==> src/rtl/shift_pkg.sv <==
// rtl/shift_pkg.sv - shared definitions for the shift-engine family
//
// Purpose: FSM state encoding and default data width, used by the
//          left_shift and right_shift engines.
// Ports:   none (package)

package shift_pkg;

    localparam int DEFAULT_WIDTH = 4;

    typedef enum logic [1:0] {
        ST_IDLE  = 2'd0,
        ST_SHIFT = 2'd1,
        ST_DONE  = 2'd2
    } shift_state_t;

endpackage

==> src/rtl/left_shift_engine.sv <==
// rtl/left_shift_engine.sv - multi-cycle left shifter, one bit position per clock
//
// Purpose: Accepts a word, a shift amount and a fill bit. It then shifts the
//          word left one position per cycle, inserting the fill bit at the
//          LSB. The result stays on dout/cout until the consumer accepts it.
// Ports:
//   clk        clock, rising edge
//   rst        synchronous active-high reset
//   in_valid   request present on din/amt/fill
//   in_ready   engine idle and able to accept a request
//   din        word to shift
//   amt        number of positions to shift (0..2^AW-1, may exceed WIDTH)
//   fill       bit inserted at the LSB on every step
//   out_valid  result available on dout/cout
//   out_ready  consumer accepts the result
//   dout       shifted word
//   cout       last bit shifted out of the MSB (0 when amt is 0)
//   busy       a request is in progress or its result is still pending

module left_shift_engine
    import shift_pkg::*;
#(
    parameter int WIDTH = DEFAULT_WIDTH,
    parameter int AW    = $clog2(WIDTH) + 1
) (
    input  logic             clk,
    input  logic             rst,
    input  logic             in_valid,
    output logic             in_ready,
    input  logic [WIDTH-1:0] din,
    input  logic [AW-1:0]    amt,
    input  logic             fill,
    output logic             out_valid,
    input  logic             out_ready,
    output logic [WIDTH-1:0] dout,
    output logic             cout,
    output logic             busy
);

    shift_state_t     state;
    logic [WIDTH-1:0] data;
    logic             carry;
    logic             fill_reg;
    logic [AW-1:0]    cnt;

    always_ff @(posedge clk) begin
        if (rst) begin
            state    <= ST_IDLE;
            data     <= '0;
            carry    <= 1'b0;
            fill_reg <= 1'b0;
            cnt      <= '0;
        end else begin
            case (state)
                ST_IDLE: begin
                    if (in_valid) begin
                        data     <= din;
                        fill_reg <= fill;
                        carry    <= 1'b0;
                        cnt      <= amt;
                        state    <= (amt == '0) ? ST_DONE : ST_SHIFT;
                    end
                end
                ST_SHIFT: begin
                    data  <= {data[WIDTH-2:0], fill_reg};
                    carry <= data[WIDTH-1];
                    // The counter saturates at zero. A zero count in SHIFT
                    // cannot be reached, but if it were, the engine finishes
                    // instead of wrapping.
                    if (cnt != '0) begin
                        cnt <= cnt - AW'(1);
                    end
                    if (cnt <= AW'(1)) begin
                        state <= ST_DONE;
                    end
                end
                ST_DONE: begin
                    if (out_ready) begin
                        state <= ST_IDLE;
                    end
                end
                default: begin
                    state <= ST_IDLE;
                end
            endcase
        end
    end

    // All outputs are decoded from flops. dout/cout are not touched in IDLE
    // or DONE, so they hold the last result.
    assign in_ready  = (state == ST_IDLE);
    assign out_valid = (state == ST_DONE);
    assign busy      = (state == ST_SHIFT) || (state == ST_DONE);
    assign dout      = data;
    assign cout      = carry;

endmodule
==> config.mk <==
export PLATFORM = sky130hd
export DESIGN_NAME = left_shift_engine
export DESIGN_NICKNAME = d
export VERILOG_FILES = /design/src/rtl/shift_pkg.sv /design/src/rtl/left_shift_engine.sv
export SDC_FILE = /design/constraint.sdc
export NUM_CORES = 1
export LEC_CHECK = 0
export ABC_AREA = 1
export CAP_MARGIN = 0
export CELL_PAD_IN_SITES_DETAIL_PLACEMENT = 1
export CELL_PAD_IN_SITES_GLOBAL_PLACEMENT = 1
export CORE_UTILIZATION = 25
export DETAILED_ROUTE_END_ITERATION = 10
export HOLD_SLACK_MARGIN = 0.02
export MAX_ROUTING_LAYER = met4
export PLACE_DENSITY_LB_ADDON = 0.1
export SETUP_SLACK_MARGIN = 0.4
export SKIP_CTS_REPAIR_TIMING = 1
export SLEW_MARGIN = 0
export SYNTH_ARGS = -nofsm -noshare
export SYNTH_HDL_FRONTEND = slang
export SYNTH_SLANG_ARGS = --single-unit
==> constraint.sdc <==
create_clock -name clk -period 2.1 [get_ports clk]
set_clock_uncertainty 0.15 [all_clocks]
set_input_delay 0.21 -clock clk [delete_from_list [all_inputs] [get_ports clk]]
set_output_delay 0.21 -clock clk [all_outputs]
set_load 0.05 [all_outputs]
## Yosys cells after proc, flatten, opt, wreduce, memory -nomap -nowiden

Index checks and enable logic that the tools add are counted.
W data, S select, Z words.

- Flip-flop bits (word level): 11
- Latch bits: 0
- RAM bits: 0
- Bits in read-only memories: 0
- Output and inout port bits: 8
- Logic and storage cells: 34
- Memories kept: 0

- $add $sub $neg: 1
- $mul: 0
- Div/mod/pow operators: 0
- Order comparisons: 1
- Eq/ne operators: 6
- Shifts and indexed selects: 0
- Mux-type cells: 12
- Bitwise gates (word level): 0
- Reductions and logical operators: 9

Operators with widths:

| cell | number |
|---|---|
| $mux W2 | 4 |
| $pmux W4 S2 | 1 |
| $mux W3 | 2 |
| $ne A2 B2 Y1 const B | 3 |
| $pmux W2 S3 | 1 |
| $pmux W3 S2 | 1 |
| $reduce_and A3 Y1 | 2 |
| $mux W4 | 1 |
| $reduce_and A2 Y1 | 2 |
| $le A3 B1 Y1 const B | 1 |
| $logic_not A3 Y1 | 1 |
| $reduce_bool A3 Y1 | 1 |
| $sub A3 B1 Y3 const B | 1 |
| $eq A2 B1 Y1 const B | 1 |
| $eq A2 B2 Y1 const B | 1 |
| $logic_not A2 Y1 | 1 |
| $ne A2 B1 Y1 const B | 1 |
| $pmux W1 S2 | 1 |
| $reduce_bool A2 Y1 | 1 |
| $logic_or A1 B1 Y1 | 1 |
| $mux W1 | 1 |

## Longest topological paths before layout

- Depth in word-level cells: 4
- Mapped depth: 10
- Gate-level depth less buffers: 10

## Worst setup path after synthesis

OpenSTA, ideal clock, no wires.

- Kind: reg-to-reg
- Start: reg state[0]
- End: reg cnt[1]
- Library setup time: 0.120 ns
- Arrival: 1.508 ns
- Slack: 0.322 ns
- Cell stages (with the launch flop): 8
- Buffers on the path: 0
- Path through: dfxtp_1 -> inv_1 -> ha_1 -> nand2_2 -> nand2_4 -> nand2_4 -> o21ai_0 -> a21oi_1

- Word-level cells in the longest chain between the ends: 3
- Elaborated cells between the ends (all ways): 7
- Classes of those cells: eq/ne (3); mux (1); reduce/logical (3)

RTL lines:

| item | line | RTL |
|---|---|---|
| from (decl) | left_shift_engine.sv:40 | `shift_state_t state;` |
| from (signal assigned) | left_shift_engine.sv:61 | `state <= (amt == '0) ? ST_DONE : ST_SHIFT;` |
| $logic_not A2 Y1 (*) | n/a |  |
| named net in_ready | left_shift_engine.sv:29 | `output logic in_ready,` |
| $ne A2 B2 Y1 (no source line) or $reduce_bool A2 Y1 (tied branches) | n/a |  |
| $reduce_and A3 Y1 (no source line) | n/a |  |
| to (signal assigned) | left_shift_engine.sv:60 | `cnt <= amt;` |
| to (signal assigned) | left_shift_engine.sv:71 | `cnt <= cnt - AW'(1);` |
| to (decl) | left_shift_engine.sv:44 | `logic [AW-1:0] cnt;` |

The timed path passes the listed nets; every way through them passes the cells marked *.
A chain may end at the register's enable or synchronous reset.

## Final worst setup path

- Start: reg state[0]
- End: out out_valid

- Word-level cells in the longest chain between the ends: 1

RTL lines:

| item | line | RTL |
|---|---|---|
| $eq A2 B2 Y1 | left_shift_engine.sv:92 | `assign out_valid = (state == ST_DONE);` |
| to (decl) | left_shift_engine.sv:33 | `output logic out_valid,` |

No other way between the ends.

==> metrics.md <==
| Metric | Value |
|---|---|
| Number of nets at the end of the flow | 139 |
| Initial detailed-routing violation count | 8 |
| Routability-driven placement congestion ratio | approximately 0.74 |
| Post-layout total power | between 1.5 and 2 mW |
| Die outline area | around 2900 sq um |
| Number of ports placed on the die boundary | 20 |
| Max-slew violations | 0 |
| Total number of H-tree levels | 1 |
| Total standard cell area after synthesis | approximately 680 sq um |
| # placed instances | 146 |
| Slew at the pin closest to its max-slew limit | approximately 0.5 ns |
| Vias in the first global route | 723 |
| Share of the cycle needed by the critical path after routing | about 80% |
| Global-route wire length before repair | around 3.1 mm |
| Share of post-route cells with drive strength above 1 | 13.33% |
| Sequential fraction of the synthesis area | 32.35% |
| Number of buffers on the longest clock path | 2 |
| Largest register FFs | 4 |
| Vias/cell | roughly 4.6 |
| Final antenna diode count | 0 |
| DR WL/cell | 12.26 microns |
| Cell area reported after detailed placement | roughly 910 sq um |
| Post-Synthesis Mean Instance Area | between 7 and 8 sq um |
| Final standard cell area without fillers | between 900 and 1000 sq um |
| Flip-flop and latch count after synthesis | 11 |
| Nature of the critical path endpoint | primary output |
| Number of standard cells in the final layout excluding fillers | 150 |
| Residual overflow from global routing | 0 |
| P per Cell Area | between 1500 and 2000 nW/um^2 |
| Antenna violations before repair | 0 |
| Number of clock buffers inserted by TritonCTS | 3 |
| Worst Path Max Fanout | 3 |
| Clock-pin slew on the worst setup and hold paths | 0.07 ns |
| Remaining design rule violation count | 0 |
| Run status | finished, final reports clean |
| Max_slew headroom | approximately two thirds |
| Critical path start-end classification | register to primary output |
| MaxCap Viol Count | 0 |
| Initial core utilization | a little over a quarter |
| Number of hold violations in the final report | 0 |
| Critical Path RT | between 1.5 and 2 ns |
| Setup crit start kind | register |
| Horizontal extent of the die | between 50 and 60 microns |
| Clock insertion delay at the later pin of the skew report | around 0.28 ns |
| Drt first pass iters | 4 |
| Net count of the mapped netlist | 115 |
| Class of the tightest hold or removal check | register to register |
| Relative area change from synthesis to final layout | 41.36% |
| Vertical extent of the die | about 54 microns |
| Setup TNS after final layout | 0 ns |
| Worst vdd ir | 0.6216 mV |
| Detailed-route wire length | 1.839 mm |
| Clock tree from TritonCTS | done |
| Warnings from Yosys | 0 |
| Detailed-route via count | a little under 700 |
| Total track usage | between 10% and 20% |
| # setup viols final | 0 |
| Floorplan core area | ~2500 sq um |
| Number of routed nets with antenna violations | 0 |
| Leak | 0.5397 nW |
| Post-layout minimum cycle time | roughly 1.7 ns |
| Distinct cells, synth | 18 |
| Maximum operating frequency | between 500 and 600 MHz |
| Arrival time of data at the critical path endpoint | 1.33 ns |
| Placement Rows | 18 |
| Setup repair after global routing missed its margin | true |
| Number of clock sinks seen by CTS | 11 |
| Half-perimeter wire length of the detailed placement result | roughly 1.4 mm |
| Maximum number of pins on one net before global-route repair | 12 |
| Number of port buffers | 19 |
| Synthesized netlist cell count | 97 |
| Cell at the root of the clock tree | clkbuf_4 |
-- cell type report --
| cell class | instances | area (sq um) |
|---|---|---|
| repair buffers | 20 | 207.7 |
| multi-input cells | 69 | 407.9 |
| flip-flops and latches | 11 | 220.2 |
| clock buffers | 4 | 26.28 |
| fillers | 324 | 1560 |
| well taps | 30 | 37.54 |
| inverters | 16 | 62.56 |
-- final timing paths --
| kind | start | end | slack [ns] | cells after the start |
|---|---|---|---|---|
| setup / recovery | state[0]$_SDFFE_PP0P_ | out_valid | 0.41 | 3 |
| hold / removal | fill_reg$_SDFFE_PP0P_ | fill_reg$_SDFFE_PP0P_ | 0.35 | 2 |
| setup reg to reg | state[1]$_SDFFE_PP0P_ | state[0]$_SDFFE_PP0P_ | 0.53 | 7 |
| hold reg to reg | fill_reg$_SDFFE_PP0P_ | fill_reg$_SDFFE_PP0P_ | 0.35 | 2 |
-- Yosys cell counts --
master / number / area share, %
clkinv_1: 1 / 0.55
inv_4: 1 / 0.92
a21oi_1: 5 / 3.7
nand4_1: 1 / 0.92
nand2_1: 24 / 13
inv_1: 13 / 7.2
buf_2: 1 / 0.73
o21ai_0: 4 / 2.9
o211a_1: 4 / 5.9
dfxtp_1: 11 / 32
o21ai_1: 1 / 0.73
nand3_1: 11 / 8.1
nor2_1: 7 / 3.9
nand2_4: 2 / 3.3
nand2_2: 3 / 2.8
inv_2: 1 / 0.55
a21oi_2: 1 / 1.3
ha_1: 6 / 11
-- through the flow --
step / hold slack (ns) / setup WS (ns) / util (%)
6_report: 0.3477 / 0.4103 / 38.14
5_1_grt: 0.3679 / 0.3538 / 38.14
4_1_cts: 0.3579 / 0.05029 / 37.05
3_5_place_dp: 0.3389 / 0.3316 / 36.01
3_3_place_gp: 0.3394 / 0.3944 / 36.01
2_1_floorplan: 0.1224 / 0.5059 / -
-- layout by cell type (no fill, tap or decap), drive strengths merged --
| master | netlist | routed |
|---|---|---|
| buf | 1 | 3 |
| clkinv | 1 | 1 |
| inv | 15 | 15 |
| nand2 | 29 | 29 |
| o211a | 4 | 4 |
| clkdlybuf4s50 | 0 | 11 |
| dfxtp | 11 | 11 |
| nand4 | 1 | 1 |
| ha | 6 | 6 |
| dlymetal6s2s | 0 | 6 |
| o21ai | 5 | 5 |
| clkbuf | 0 | 4 |
| nor2 | 7 | 7 |
| nand3 | 11 | 11 |
| a21oi | 6 | 6 |
-- where the power goes --
group | internal, mW | leakage, nW | total [mW] | switching (mW)
Combinational | 0.390 | 0.434 | 1.12 | 0.732
Clock | 0.0737 | 0.0150 | 0.151 | 0.0769
Sequential | 0.297 | 0.0909 | 0.365 | 0.0680
-- routing by layer --
metal / vias to the layer above / GRT usage (%) / share of wire, %
met4: 0 / 6.410 / 2.0
met2: 15 / 26.42 / 49
met1: 319 / 17.59 / 44
met3: 5 / 1.977 / 4.8
li1: 355 / - / -
met5: - / - / 0
-- critical path, cell delays in order (launching register included) --
cell	delay [ns]
dfxtp_1	0.35
inv_1	0.11
ha_1	0.17
dlymetal6s2s_1	0.43
-- logic make-up (layout without fill, tap and decap cells) --
family                     count (synthesis)  after routing  synth area share, %
and+or+nand+nor                           48             48                32.17
buffers and inverters                     17             40                9.926
AOI/OAI and AO/OA                         15             15                14.52
DFF                                       11             11                32.35
adders and majority gates                  6              6                11.03
(Power assumes the default switching activity.)
==> edit (config.mk and constraints unchanged) <==
Re-encode `shift_state_t` (3 states) as one-hot, 3 bits wide.
--- a/src/rtl/shift_pkg.sv
+++ b/src/rtl/shift_pkg.sv
@@ -8,10 +8,10 @@
 
     localparam int DEFAULT_WIDTH = 4;
 
-    typedef enum logic [1:0] {
-        ST_IDLE  = 2'd0,
-        ST_SHIFT = 2'd1,
-        ST_DONE  = 2'd2
+    typedef enum logic [2:0] {
+        ST_IDLE  = 3'b001,
+        ST_SHIFT = 3'b010,
+        ST_DONE  = 3'b100
     } shift_state_t;
 
 endpackage
Function: same outputs for any inputs over 10 cycles, from zero or initial values and one cycle with rst high; not proved beyond that.
==> edit against the unedited design <==
Maximum frequency increased by 4.5%; cell count increased by 13%; sequential share of layout area increased by 1.1 points; wire length increased by 6.6%; setup slack improved by 0.072 ns; cell area increased by 5.9%; largest cell class unchanged; count of clock-buffer cells in the layout unchanged; area after synthesis increased by 8.5%; sequential cell count increased by 1; total power decreased by 16%; register-to-register slack improved by 0.15 ns.
==> edit: results (changes against the unedited design) <==
status finished, final reports clean (unchanged); Clock Pin Slew Worst Setup and Hold Paths roughly 0.08 ns; vias per cell 4.60 (was 4.63); layout net count 155 (was 139); crit-path max cell delay 0.37 ns (was 0.43 ns); post-synthesis sequential area ratio 32.5% (was 32.4%); hpwl dp 1.51 mm (was 1.40 mm); vias in the first global route 740 (was 723); GPL Wtd Cong 0.776 (was 0.737); worst vdd ir 0.660 mV (was 0.622 mV); crit-path max FO 12 (was 3); Slowest-stage cell, CP dfxtp_2 (was dlymetal6s2s_1); largest net degree at the start of global routing 13 (was 12); Final Hold Slack 0.320 ns (was 0.348 ns); Detailed Route WL 1.96 mm (was 1.84 mm); Initial DRC Count 18 (was 8); HP Class reg -> reg (unchanged); post-synthesis net count 132 (was 115); first-pass GRT wire length 3.35 mm (was 3.10 mm); Leak 0.000584 µW (was 0.000540 µW); IO buf count 19 (unchanged); initial antenna violation count 0 (unchanged); clock buffer count from CTS 3 (unchanged); CP delay by family, top simple AND/OR/NAND/NOR gates (was buffers and inverters); worst slew pin tran 0.498 ns (was 0.510 ns); share of layout cells above drive strength 1 16.5% (was 13.3%); Reg2Reg Setup Slack 0.68 ns (was 0.53 ns); top post-synthesis cells by area dfxtp_1 (33%), nand2_1 (19%), nor2_1 (9.7%) (was dfxtp_1 (32%), nand2_1 (13%), ha_1 (11%)); gr usage total 14.3% (was 15.3%)
edit: cell types whose count changed after synthesis, sizes merged:
cell and delta:
a21oi -2, nand3 -3, o211a -4, clkinv -1, nand4 +1, dfxtp +1, nand3b +1, o21ai +1
nand2 +13, nor2 +16, ha -3
edit: power by group:
group / switching [µW] / internal (µW) / leakage (µW) / total (µW)
clock: 85.5 / 105 / 0.0000210 / 191
combinational: 520 / 261 / 0.000463 / 781
sequential: 84.7 / 315 / 0.0000994 / 400
total: 691 / 681 / 0.000584 / 1370
edit: worst min-delay path: stages (launching register included):
cell and delay [ns]:
dfxtp_1 0.31, nand2_1 0.06, a21oi_1 0.05
edit: path summary, 6_finish.rpt:
kind,start,endpoint,cells past startpoint
worst max register to register,state[2]$_SDFFE_PP0P_,dout[0]$_SDFFE_PP0P_,6
worst min-delay path,cout$_SDFFE_PP0P_,cout$_SDFFE_PP0P_,2
worst min register to register,cout$_SDFFE_PP0P_,cout$_SDFFE_PP0P_,2
worst max-delay path,state[2]$_SDFFE_PP0P_,busy,4
edit: metrics by stage:
stage	power [µW]	instances	area [µm²]	setup slack, ns	util (%)
global route	1500	170	1020	0.374	36.6
floorplan	950	117	738	0.673	-
global placement	1170	166	961	0.548	34.5
finish	1370	170	1020	0.482	36.6
CTS	1380	170	997	0.270	35.9
detailed placement	1190	166	961	0.513	34.5
edit: logic make-up after synthesis:
group	synth area share [%]
buffers and inverters	9.15
AO/OA/AOI/OAI	7.29
flip-flops	32.5
adder cells (fa/ha/maj)	5.09
AND/OR/NAND/NOR	45.9
edit: cell type report:
type                       count  area share, %
inverter                      15           5.53
multi-input combinational     89           42.8
sequential                    12           24.0
timing repair buffer          19           20.4
tap                           31           3.81
clock buffer                   4           3.56
edit: metal layers:
metal / global-route usage (%) / vias to the layer above / part of all wire [%]
li1: - / 405 / -
met1: 17.4 / 354 / 46
met2: 23.0 / 18 / 47
met3: 2.07 / 5 / 4.6
met4: 7.32 / 0 / 2.0
met5: - / - / 0
